### config.mk
export PLATFORM = sky130hd
export DESIGN_NAME = nibble_serial_adder
export DESIGN_NICKNAME = d
export VERILOG_FILES = /design/src/rtl/csa_pkg.sv /design/src/rtl/carry_select.sv /design/src/rtl/nibble_serial_adder.sv
export SDC_FILE = /design/constraint.sdc
export NUM_CORES = 1
export LEC_CHECK = 0
export ABC_CLOCK_PERIOD_IN_PS = 7900
export CAP_MARGIN = 0
export CORE_MARGIN = 1.5
export CORE_UTILIZATION = 56
export DETAILED_ROUTE_END_ITERATION = 16
export PLACE_DENSITY = 0.94
export SYNTH_ARGS = -nofsm -noshare
export SYNTH_HDL_FRONTEND = slang
export SYNTH_SLANG_ARGS = --single-unit
### constraint.sdc
create_clock -name clk -period 7.9 [get_ports clk]
set_input_delay 2.37 -clock clk [delete_from_list [all_inputs] [get_ports clk]]
set_output_delay 2.37 -clock clk [all_outputs]
set_load 0.01 [all_outputs]
### src/rtl/csa_pkg.sv
// Shared definitions for the nibble-serial adder.
//   NIB_W   : width of one carry_select slice pass (bits)
//   state_t : controller state encoding (IDLE/RUN/DONE)
package csa_pkg;
   localparam int NIB_W = 4;

   typedef enum logic [1:0] {
      IDLE = 2'd0,
      RUN  = 2'd1,
      DONE = 2'd2
   } state_t;
endpackage

### src/rtl/carry_select.sv
// 4-bit carry-select adder slice: {cout,s} = x + y + carry.
// Both carry-in outcomes are precomputed and the incoming carry picks one.
//   x, y  : 4-bit operands
//   carry : carry-in
//   s     : 4-bit sum
//   cout  : carry-out
module carry_select
   import csa_pkg::*;
(
   input  logic [NIB_W-1:0] x,
   input  logic [NIB_W-1:0] y,
   input  logic             carry,
   output logic [NIB_W-1:0] s,
   output logic             cout
);
   logic [NIB_W:0] sum0;
   logic [NIB_W:0] sum1;

   assign sum0        = {1'b0, x} + {1'b0, y};
   assign sum1        = sum0 + {{NIB_W{1'b0}}, 1'b1};
   assign {cout, s}   = carry ? sum1 : sum0;
endmodule

### src/rtl/nibble_serial_adder.sv
// Sequential WIDTH-bit adder that streams operands through a single 4-bit
// carry_select slice, one nibble per clock, least-significant nibble first.
//   clk, rst_n          : clock (rising edge), asynchronous active-low reset
//   in_valid / in_ready : operand handshake (x, y, carry captured on accept)
//   out_valid/out_ready : result handshake (s, cout held while out_valid)
//   s, cout             : registered WIDTH-bit sum and final carry-out
// WIDTH must be a multiple of 4 and at least 4.
module nibble_serial_adder
   import csa_pkg::*;
#(
   parameter int WIDTH = 16
) (
   input  logic             clk,
   input  logic             rst_n,
   input  logic             in_valid,
   output logic             in_ready,
   input  logic [WIDTH-1:0] x,
   input  logic [WIDTH-1:0] y,
   input  logic             carry,
   output logic             out_valid,
   input  logic             out_ready,
   output logic [WIDTH-1:0] s,
   output logic             cout
);
   localparam int NIBBLES = WIDTH / NIB_W;
   localparam int CNT_W   = (NIBBLES > 1) ? $clog2(NIBBLES) : 1;

   state_t             state;
   logic [WIDTH-1:0]   op_x;
   logic [WIDTH-1:0]   op_y;
   logic [WIDTH-1:0]   work;
   logic               c_reg;
   logic [CNT_W-1:0]   nib_cnt;

   logic [WIDTH-1:0]   x_sh;
   logic [WIDTH-1:0]   y_sh;
   logic [WIDTH-1:0]   work_next;
   logic [NIB_W-1:0]   nib_s;
   logic               nib_c;
   logic               last_nib;

   // Shifting the current nibble down to bit 0 keeps the slice select free
   // of variable part-selects, which also covers the single-nibble case.
   assign x_sh = op_x >> (NIB_W * int'(nib_cnt));
   assign y_sh = op_y >> (NIB_W * int'(nib_cnt));

   carry_select u_slice (
      .x     (x_sh[NIB_W-1:0]),
      .y     (y_sh[NIB_W-1:0]),
      .carry (c_reg),
      .s     (nib_s),
      .cout  (nib_c)
   );

   // work is cleared on accept and each nibble is written exactly once,
   // so OR-ing the shifted slice sum in place is a plain nibble insert.
   assign work_next = work | (WIDTH'(nib_s) << (NIB_W * int'(nib_cnt)));
   assign last_nib  = (nib_cnt == CNT_W'(NIBBLES - 1));
   assign in_ready  = (state == IDLE);

   always_ff @(posedge clk or negedge rst_n) begin
      if (!rst_n) begin
         state     <= IDLE;
         op_x      <= '0;
         op_y      <= '0;
         work      <= '0;
         c_reg     <= 1'b0;
         nib_cnt   <= '0;
         s         <= '0;
         cout      <= 1'b0;
         out_valid <= 1'b0;
      end else begin
         case (state)
            IDLE: begin
               if (in_valid) begin
                  op_x    <= x;
                  op_y    <= y;
                  c_reg   <= carry;
                  work    <= '0;
                  nib_cnt <= '0;
                  state   <= RUN;
               end
            end
            RUN: begin
               work  <= work_next;
               c_reg <= nib_c;
               if (last_nib) begin
                  // Result becomes visible only here; s/cout hold the
                  // previous result for the whole RUN phase.
                  s         <= work_next;
                  cout      <= nib_c;
                  out_valid <= 1'b1;
                  state     <= DONE;
               end else begin
                  nib_cnt <= nib_cnt + 1'b1;
               end
            end
            DONE: begin
               if (out_ready) begin
                  out_valid <= 1'b0;
                  state     <= IDLE;
               end
            end
            default: state <= IDLE;
         endcase
      end
   end
endmodule

==> metrics.txt, run 1 <==
status=finished clean; Ys Warns=0; global-route usage over all layers=22.9%; Setup WS post-layout=3.94 ns; vias=2,141; dpl cells=363; Max-Cap Viols=0; hold path depth=2; drt wl/cell=16.7 µm; # hold bufs at CTS=0; startpoint types=flop; fin nets=346; largest net degree at the start of global routing=72; Final Skew=0.00474 ns; R2R depth=10; number of flops mapped to enable cells by yosys=0; Post-Route WL=6320 µm; die area=6210 µm²; Clock Pin Slew Worst Setup and Hold Paths=0.07 ns; Clock Sinks=71; kind of critical path=flop to primary output; Die Width=78.8 µm; Hold WC Path Type=flop to flop; DP Worst Slack=3.77 ns; core box area=5540 µm²; synth top area cells=dfrtp_1 55%, mux2_2 12%, mux4_2 5.6%; Synth top cells by count=71 x dfrtp_1, 34 x mux2_2, 19 x nand2_1, 17 x a22o_1, 14 x a21oi_1; first-pass GRT wire length=10,600 µm; critical path data arrival time=1.59 ns; Ant. Diodes=0; Initial Utilization=58.1%; vias per cell=5.65; crit path max fanout=5; CP Capture Type=primary output; Longest Clk Path Bufs=2; area share of the largest cell type after synthesis=55.2%; vias in the first global route=2,215; Data required, critical path=5.53 ns; hpwl dp=4380 µm; Final period util=50.1%; Post-CTS Resized=0; top_reg_cell synth=dfrtp_1; RSZ-0062 raised after global routing=false; Layout area overhead=25.2%; Die Y=78.8 µm; f_max=0.253 GHz; Placer Congestion=0.741; Total Neg Setup Slack=0 ns; clk_lat worst skew=0.35 ns; DRC viols=0; CTS buffer count=9; most common cell in the synthesized netlist=dfrtp_1; share of cells above drive strength 1=24.1%; final non-filler cell total=379; root cell of the clock tree=clkbuf_8; Antenna Nets Post-Route=0; Rows=27; Net Count, Synth=289; number of setup buffers added after CTS=0; I/O pin count=56; Seq cells post-synth=71; Max-slew headroom=30.8%; Synth area leader=dfrtp_1; minimum clock period=3.96 ns; # port buffers=55; post-synthesis cell area=3220 µm²; grt ovf=0; Slew Viols, Final=0; drt first pass iters=5; worst-margin pin slew=1.03 ns; Seq/Total Area, Yosys=55.2%; H-tree depth=3; final-layout fill cell count=389; Initial DRC Count=210; Setup Viol. Count Final=0; Hold Violations, Final=0; Async SR Flop Fraction=100%; CTS tree=built; Avg Cell Area, Syn=13.1 µm²; antenna violations before repair=0; Synth cell types=33; Syn Inst Count=245
through the flow:
step	area (µm²)	hold slack (ns)	util [%]
after floorplan	3220	0.467	-
after global routing	4030	0.515	72.8
after CTS	4030	0.485	72.8
final	4030	0.479	72.8
after global placement	3820	0.462	69.0
after detailed placement	3820	0.470	69.0
cells in the final DEF (no fill, tap or decap), types with 3 or more instances in the layout:
master	instances
clkdlybuf4s50_1	54
buf_4	3
a22o_1	17
mux4_2	8
clkbuf_8	11
a21oi_1	14
ha_1	6
a31oi_1	3
inv_1	7
nor2_1	10
o21ai_0	13
nor2b_1	3
nand2_1	18
mux2_2	34
dfrtp_1	71
mux2i_1	4
worst paths after layout:
check,start,endpoint,slack (ns)
min,s[12],s[12],0.48
min in group asynchronous,rst_n,s[11],2.22
max,state[1],in_ready,3.94
max reg2reg,nib_cnt[0],s[10],4.47
max in group asynchronous,rst_n,op_x[7],5.15
min reg2reg,s[12],s[12],0.48
layer usage:
layer	vias up	GRT usage (%)	share of wire [%]	routed length, µm
met2	67	39.9	53	3370
met1	1050	27.4	39	2440
li1	1009	-	-	-
met5	-	0	0	0
met3	15	5.63	5.7	359
met4	0	9.30	2.3	148
cell type report:
cell class / instances / area, µm² / area share, %
Clock buffer: 11 / 151 / 3.75
Clock inverter: 5 / 56.3 / 1.40
Inverter: 7 / 26.3 / 0.652
Multi-Input combinational cell: 155 / 1360 / 33.8
Sequential cell: 71 / 1780 / 44.1
Tap cell: 72 / 90.1 / 2.23
Timing Repair Buffer: 58 / 568 / 14.1
critical path, stage by stage, from the launching register on:
cell and delay (ns):
dfrtp_1 0.44, nor2_1 0.22, clkdlybuf4s50_1 0.58
cells by family after synthesis:
kind of cell             Yosys count  synth area share [%]
flip-flops                        71                  55.2
AO/OA/AOI/OAI                     56                  12.3
multiplexers                      46                  18.7
AND/OR/NAND/NOR                   40                  6.22
buffers and inverters             19                  2.56
adder cells (fa/ha/maj)            7                  2.95
XOR/XNOR                           6                  2.10
Power of run 1 is left out: the tool's default activity adds up to more than one toggle a clock period on the data nets, which glitch-free logic cannot reach.
==> run 2, diff against run 1 <==
ABC_CLOCK_PERIOD_IN_PS = 3200   (was 7900)
CORE_UTILIZATION = 47   (was 56)
PLACE_DENSITY = 0.85   (was 0.94)
clock period = 3.2 ns   (was 7.9 ns; I/O delays follow)
==> run 2 against run 1 <==
Design area increased by 1.3%. Die area up 18%. Count of clock-buffer cells in the layout decreased by 1. Worst setup slack got worse by 3.7 ns. Critical path type is now flop to flop. Critical endpoint is now s[13].
==> metrics.txt, run 2 (synthesis gave the netlist of run 1 again) <==
critical path's most frequent cell=inv_1; minimum clock period=2.92 ns; vias=2,147 (+0.28%); Slew Viols, Final=0 (unchanged); clk_lat worst skew=0.36 ns (about the same); met2 Resource Use GR=31.4% (-8.6 points); die area=7360 µm² (+18%); critical path data arrival time=3.14 ns (+1.55 ns); worst reg2reg path startpoint=nib_cnt[0]; I/O pin count=56 (unchanged); share of cells above drive strength 1=24.8% (+0.73 points); crit path max fanout=16 (+11); Ant. Diodes=0 (unchanged); Hold Path Origin=s[8]; Layout area overhead=26.8%; H-tree depth=3 (unchanged); Die Y=85.8 µm (+8.8%); Die Width=85.8 µm (+8.8%); WHS Endpoint=s[8]; Hold Violations, Final=0 (unchanged); first-pass GRT wire length=10,700 µm (+1.6%); root cell of the clock tree=clkbuf_8; Final period util=91.4%; Longest Clk Path Bufs=2 (unchanged); worst-margin pin slew=0.851 ns (-0.183 ns); hpwl dp=4610 µm (+5.3%); met3 Use GR=5.97% (+0.34 points); Clock Pin Slew Worst Setup and Hold Paths=0.08 ns (about the same); fin nets=349 (+0.87%); final-layout fill cell count=505 (+30%); RSZ-0062 raised after global routing=false; Clock Sinks=71 (unchanged); grt ovf=0 (unchanged); CTS buffer count=9 (unchanged); Slowest Stage Delay on Critical Path=0.54 ns (-0.04 ns); global-route usage over all layers=19.4% (-3.5 points); CTS tree=built; hold path depth=2 (unchanged); slowest CP cell=mux4_2; Placer Congestion=0.824 (+11%); vias per cell=5.55 (-1.8%); CP cell instances=buf_4, mux4_2, inv_1, fa_1, inv_1, ha_1, mux2_2, a31oi_1, o21ai_0; antenna violations before repair=0 (unchanged); largest net degree at the start of global routing=41 (-43%); Total Neg Setup Slack=0 ns (unchanged); most frequent cells in the layout=71 x dfrtp_1, 54 x clkdlybuf4s50_1, 34 x mux2_2, 18 x nand2_1, 17 x a22o_1; Post-Route WL=6340 µm (+0.33%); drt first pass iters=4 (-1); DRC viols=0 (unchanged); core box area=6490 µm² (+17%); f_max=0.342 GHz; Worst path top cell family by delay=multiplexers; Hold WC Path Type=flop to flop; grt met1 use=24.4% (-3.0 points); # port buffers=55 (unchanged); kind of critical path=flop to flop; Initial DRC Count=110 (-48%); Data required, critical path=3.41 ns (-2.12 ns); Antenna Nets Post-Route=0 (unchanged); drt wl/cell=16.4 µm (-1.7%); CP bufs+invs=3 (+2); Rows=29 (+7.4%); status=finished clean; GRT Max-Usage Layer=met2; Max-slew headroom=43.1% (+12 points); # hold bufs at CTS=0 (unchanged); Initial Utilization=49.6% (-8.5 points); most common cell after layout, fill and taps aside=dfrtp_1; FF-to-FF End=s[13]; Setup Viol. Count Final=0 (unchanged); FF-to-FF setup slack=0.28 ns (-4.19 ns); Final Skew=0.0137 ns (+0.00898 ns); vias in the first global route=2,242 (+1.2%); startpoint types=flop; R2R depth=9 (-1); Max-Cap Viols=0 (unchanged); CP Capture Type=flop
[run 2: cell count changes in the layout (fill, tap and decap cells not counted), sizes merged]
| cell | delta |
|---|---|
| buf | +3 |
| clkbuf | -1 |
| clkinvlp | -1 |
| inv | +1 |
| clkinv | +1 |
[run 2: routing by layer]
metal	vias to the layer above	wire length, µm	share of wire (%)
met2	71	3130	49
li1	1010	-	-
met1	1055	2760	44
met4	0	111	1.8
met5	-	0	0
met3	11	333	5.3
[run 2: final cells by class]
cell class                      count  area [µm²]  area share, %
Timing Repair Buffer               61         616           15.1
Sequential cell                    71        1780           43.5
Inverter                            7        26.3          0.643
Tap cell                           77        96.3           2.36
Multi-Input combinational cell    155        1370           33.6
Clock inverter                      6        70.1           1.72
Clock buffer                       10         128           3.12
[run 2: worst max-delay path by stage]
stage	start	to	slack, ns	cells past startpoint
floorplan	nib_cnt[1]	s[14]	0.25	12
global placement	nib_cnt[0]	s[14]	0.23	10
detailed placement	nib_cnt[0]	s[14]	0.05	10
CTS	nib_cnt[0]	s[14]	0.04	10
global route	nib_cnt[0]	s[13]	0.11	9
finish	nib_cnt[0]	s[13]	0.28	9
[run 2: worst min-delay path, cell delays in order, from the launching register on]
cell and delay [ns]:
dfrtp_1 0.35, nand2_1 0.04, o21ai_0 0.06
[run 2: through the flow]
stage	std cells	util (%)	hold WS, ns	cell area [µm²]	setup slack [ns]
after floorplan	245	-	0.467	3220	0.251
after global placement	371	59.7	0.462	3880	0.228
after detailed placement	371	59.7	0.469	3880	0.0475
after CTS	387	62.8	0.487	4080	0.0392
after global routing	387	62.9	0.511	4080	0.110
final	387	62.9	0.479	4080	0.276
[run 2: timing repair]
item | CTS | global route
hold endpoints to repair | 0 | 0
gates resized for setup | 0 | 1
setup endpoints to repair | 0 | 4
setup buffers | 0 | 0
Power of run 2 is left out for the same reason.
==> run 3, diff against run 2 <==
CORE_UTILIZATION = 48   (was 47)
PLACE_DENSITY = 0.86   (was 0.85)
SLEW_MARGIN = 20   (was default)
SYNTH_HIERARCHICAL = 1   (was default)
==> run 3 against run 2 <==
Worst setup slack worse by 0.085 ns. Register-to-register slack worse by 0.08 ns. Non-clock buffer count is 3 higher. Core utilization is 1.9 points lower. Design area is 0.86% higher. First-iteration DRC count is 50% higher. Sequential share of layout area is 0.34 points lower. Count of clock-buffer cells in the layout is 1 higher. Critical endpoint is now c_reg. Synthesized cell count is 14% higher. Hold slack better by 0.031 ns.
==> metrics.txt, run 3 <==
Final Skew=0.00818 ns (-0.00554 ns); synth top area cells=dfrtp_1 54%, mux2_2 11%, mux4_2 5.4%; Worst Setup SP=nib_cnt[0]; top_reg_cell synth=dfrtp_1; Antenna Nets Post-Route=0 (unchanged); Hold Violations, Final=0 (unchanged); hold path depth=1 (-1); antenna violations before repair=0 (unchanged); CTS buffer count=9 (unchanged); I/O pin count=56 (unchanged); worst-margin pin slew=0.843 ns (-0.00828 ns); slowest CP cell=mux4_2; H-tree depth=3 (unchanged); Ys Warns=6 (+6); Synth cell types=35 (+6.1%); fin nets=385 (+10%); R2R depth=12 (+3); crit path max fanout=5 (-11); f_max=0.332 GHz (-2.8%); Max-Cap Viols=0 (unchanged); Hold WC Path Type=flop to flop; minimum clock period=3.01 ns (+0.0846 ns); die area=7420 µm² (+0.85%); vias in the first global route=2,391 (+6.6%); # hold bufs at CTS=0 (unchanged); Layout area overhead=24.1%; Rows=30 (+3.4%); Hold Path Origin=work[14]; most common cell in the synthesized netlist=dfrtp_1; Slew Viols, Final=0 (unchanged); Syn Inst Count=280 (+14%); Data required, critical path=3.47 ns (+0.06 ns); hpwl dp=4930 µm (+6.8%); kind of critical path=flop to flop; met3 WL=286 µm (-14%); number of flops mapped to enable cells by yosys=0 (unchanged); Avg Cell Area, Syn=11.9 µm² (-9.8%); status=finished clean; CP cell instances=mux4_2, ha_1, inv_1, fa_1, inv_1, ha_1, nand2_1, or4_1, a2bb2oi_1, nand3_1, o22ai_1, a21oi_1; highest routed layer=met4; clk_lat worst skew=0.35 ns (about the same); Clock Pin Slew Worst Setup and Hold Paths=0.07 ns (about the same); most frequent cells in the layout=70 x dfrtp_1, 54 x clkdlybuf4s50_1, 34 x a21oi_1, 33 x mux2_2, 30 x o21ai_0; WHS Endpoint=work[14]; Synth top cells by count=71 x dfrtp_1, 34 x a21oi_1, 33 x mux2_2, 30 x o21ai_0, 22 x nor2_1; vias per cell=5.67 (+2.3%); FF-to-FF setup slack=0.19 ns (-0.08 ns); Clock Sinks=71 (unchanged); Final period util=94.0% (+2.6 points); # port buffers=55 (unchanged); Synth area leader=dfrtp_1; Die Width=86.1 µm (+0.43%); Initial Utilization=49.1% (-0.47 points); Post-Route WL=6890 µm (+8.8%); DP Area=3930 µm² (+1.3%); root cell of the clock tree=clkbuf_8; core box area=6760 µm² (+4.0%); post-synthesis cell area=3320 µm² (+3.0%); Seq cells post-synth=71 (unchanged); Finished Cell Area=4120 µm² (+0.86%); CP bufs+invs=2 (-1); Seq/Total Area, Yosys=53.5% (-1.6 points); vias=2,411 (+12%); Routed met2 length=3400 µm (+8.8%); grt ovf=0 (unchanged); Initial DRC Count=165 (+50%); DRC viols=0 (unchanged); Ant. Diodes=0 (unchanged); startpoint types=flop; Async SR Flop Fraction=100% (unchanged); area share of the largest cell type after synthesis=53.5% (-1.6 points); largest net degree at the start of global routing=38 (-7.3%); Slowest Stage Delay on Critical Path=0.51 ns (-0.03 ns); M1 WL=2980 µm (+8.0%); CP Capture Type=flop; Die Y=86.1 µm (+0.43%); most common cell after layout, fill and taps aside=dfrtp_1; FF-to-FF End=c_reg; share of cells above drive strength 1=21.2% (-3.7 points); Max-slew headroom=43.2% (+0.095 points); global-route usage over all layers=20.8% (+1.4 points); CTS tree=built; worst reg2reg path startpoint=nib_cnt[0]; drt first pass iters=4 (unchanged); Placer Congestion=0.868 (+5.4%); first-pass GRT wire length=11,700 µm (+8.9%); Setup Viol. Count Final=0 (unchanged); critical path data arrival time=3.28 ns (+0.14 ns); Worst path top cell family by delay=adder cells; Longest Clk Path Bufs=2 (unchanged); drt wl/cell=16.2 µm (-0.96%); Net Count, Synth=325 (+12%)
==> run 3: cells by family (layout without fill, tap and decap cells) <==
| logic type | after synthesis | in the layout | share of synthesized area, % |
|---|---|---|---|
| buffers and inverters | 23 | 88 | 4.56 |
| AO/OA/AOI/OAI | 82 | 82 | 13.7 |
| XOR/XNOR | 5 | 5 | 1.32 |
| flip-flops | 71 | 71 | 53.5 |
| adder cells (fa/ha/maj) | 8 | 8 | 3.24 |
| multiplexers | 41 | 41 | 16.6 |
| AND/OR/NAND/NOR | 50 | 50 | 6.98 |
==> run 3: what timing repair did <==
action                                  CTS  global route
endpoints found under the setup margin    0             7
gates resized for setup                   0             2
buffers inserted                          0             1
endpoints found under the hold margin     0             0
==> run 3: cell type report <==
cell class / instances / area [µm²]
clock buffer: 11 / 141
clock inverter: 5 / 33.8
fill: 544 / 2640
inverter: 8 / 30.0
multi-input combinational: 186 / 1400
sequential: 71 / 1780
tap: 80 / 100
timing repair buffer: 64 / 638
==> run 3: how the worst max path moves through the flow <==
stage | to | cells past startpoint | slack [ns]
after floorplan | c_reg | 13 | 0.32
after global placement | c_reg | 12 | 0.24
after detailed placement | work[11] | 9 | 0.12
after CTS | work[11] | 9 | 0.09
after global routing | c_reg | 12 | -0.002
final | c_reg | 12 | 0.19
==> run 3: routing by layer <==
| layer | up-vias | global-route usage (%) |
|---|---|---|
| met5 | - | 0 |
| met2 | 82 | 32.4 |
| li1 | 1126 | - |
| met4 | 0 | 12.5 |
| met3 | 18 | 3.46 |
| met1 | 1185 | 27.5 |
==> run 3: stage by stage <==
step,worst slack (ns),setup TNS [ns],hold WS [ns],cells,util (%)
floorplan,0.319,0,0.473,280,-
global placement,0.238,0,0.488,408,58.1
detailed placement,0.124,0,0.491,408,58.1
CTS,0.0936,0,0.512,424,60.7
global route,-0.00233,-0.00233,0.524,425,61.0
finish,0.192,0,0.510,425,61.0
==> run 3: worst reg2reg max path, stage by stage (launching register included) <==
cell and delay, ns:
dfrtp_2 0.43, mux4_2 0.51, ha_1 0.22, inv_1 0.08, fa_1 0.45, inv_1 0.08
ha_1 0.14, nand2_1 0.10, or4_1 0.43, a2bb2oi_1 0.15, nand3_1 0.13, o22ai_1 0.08
a21oi_1 0.13
Power of run 3 is left out for the same reason.
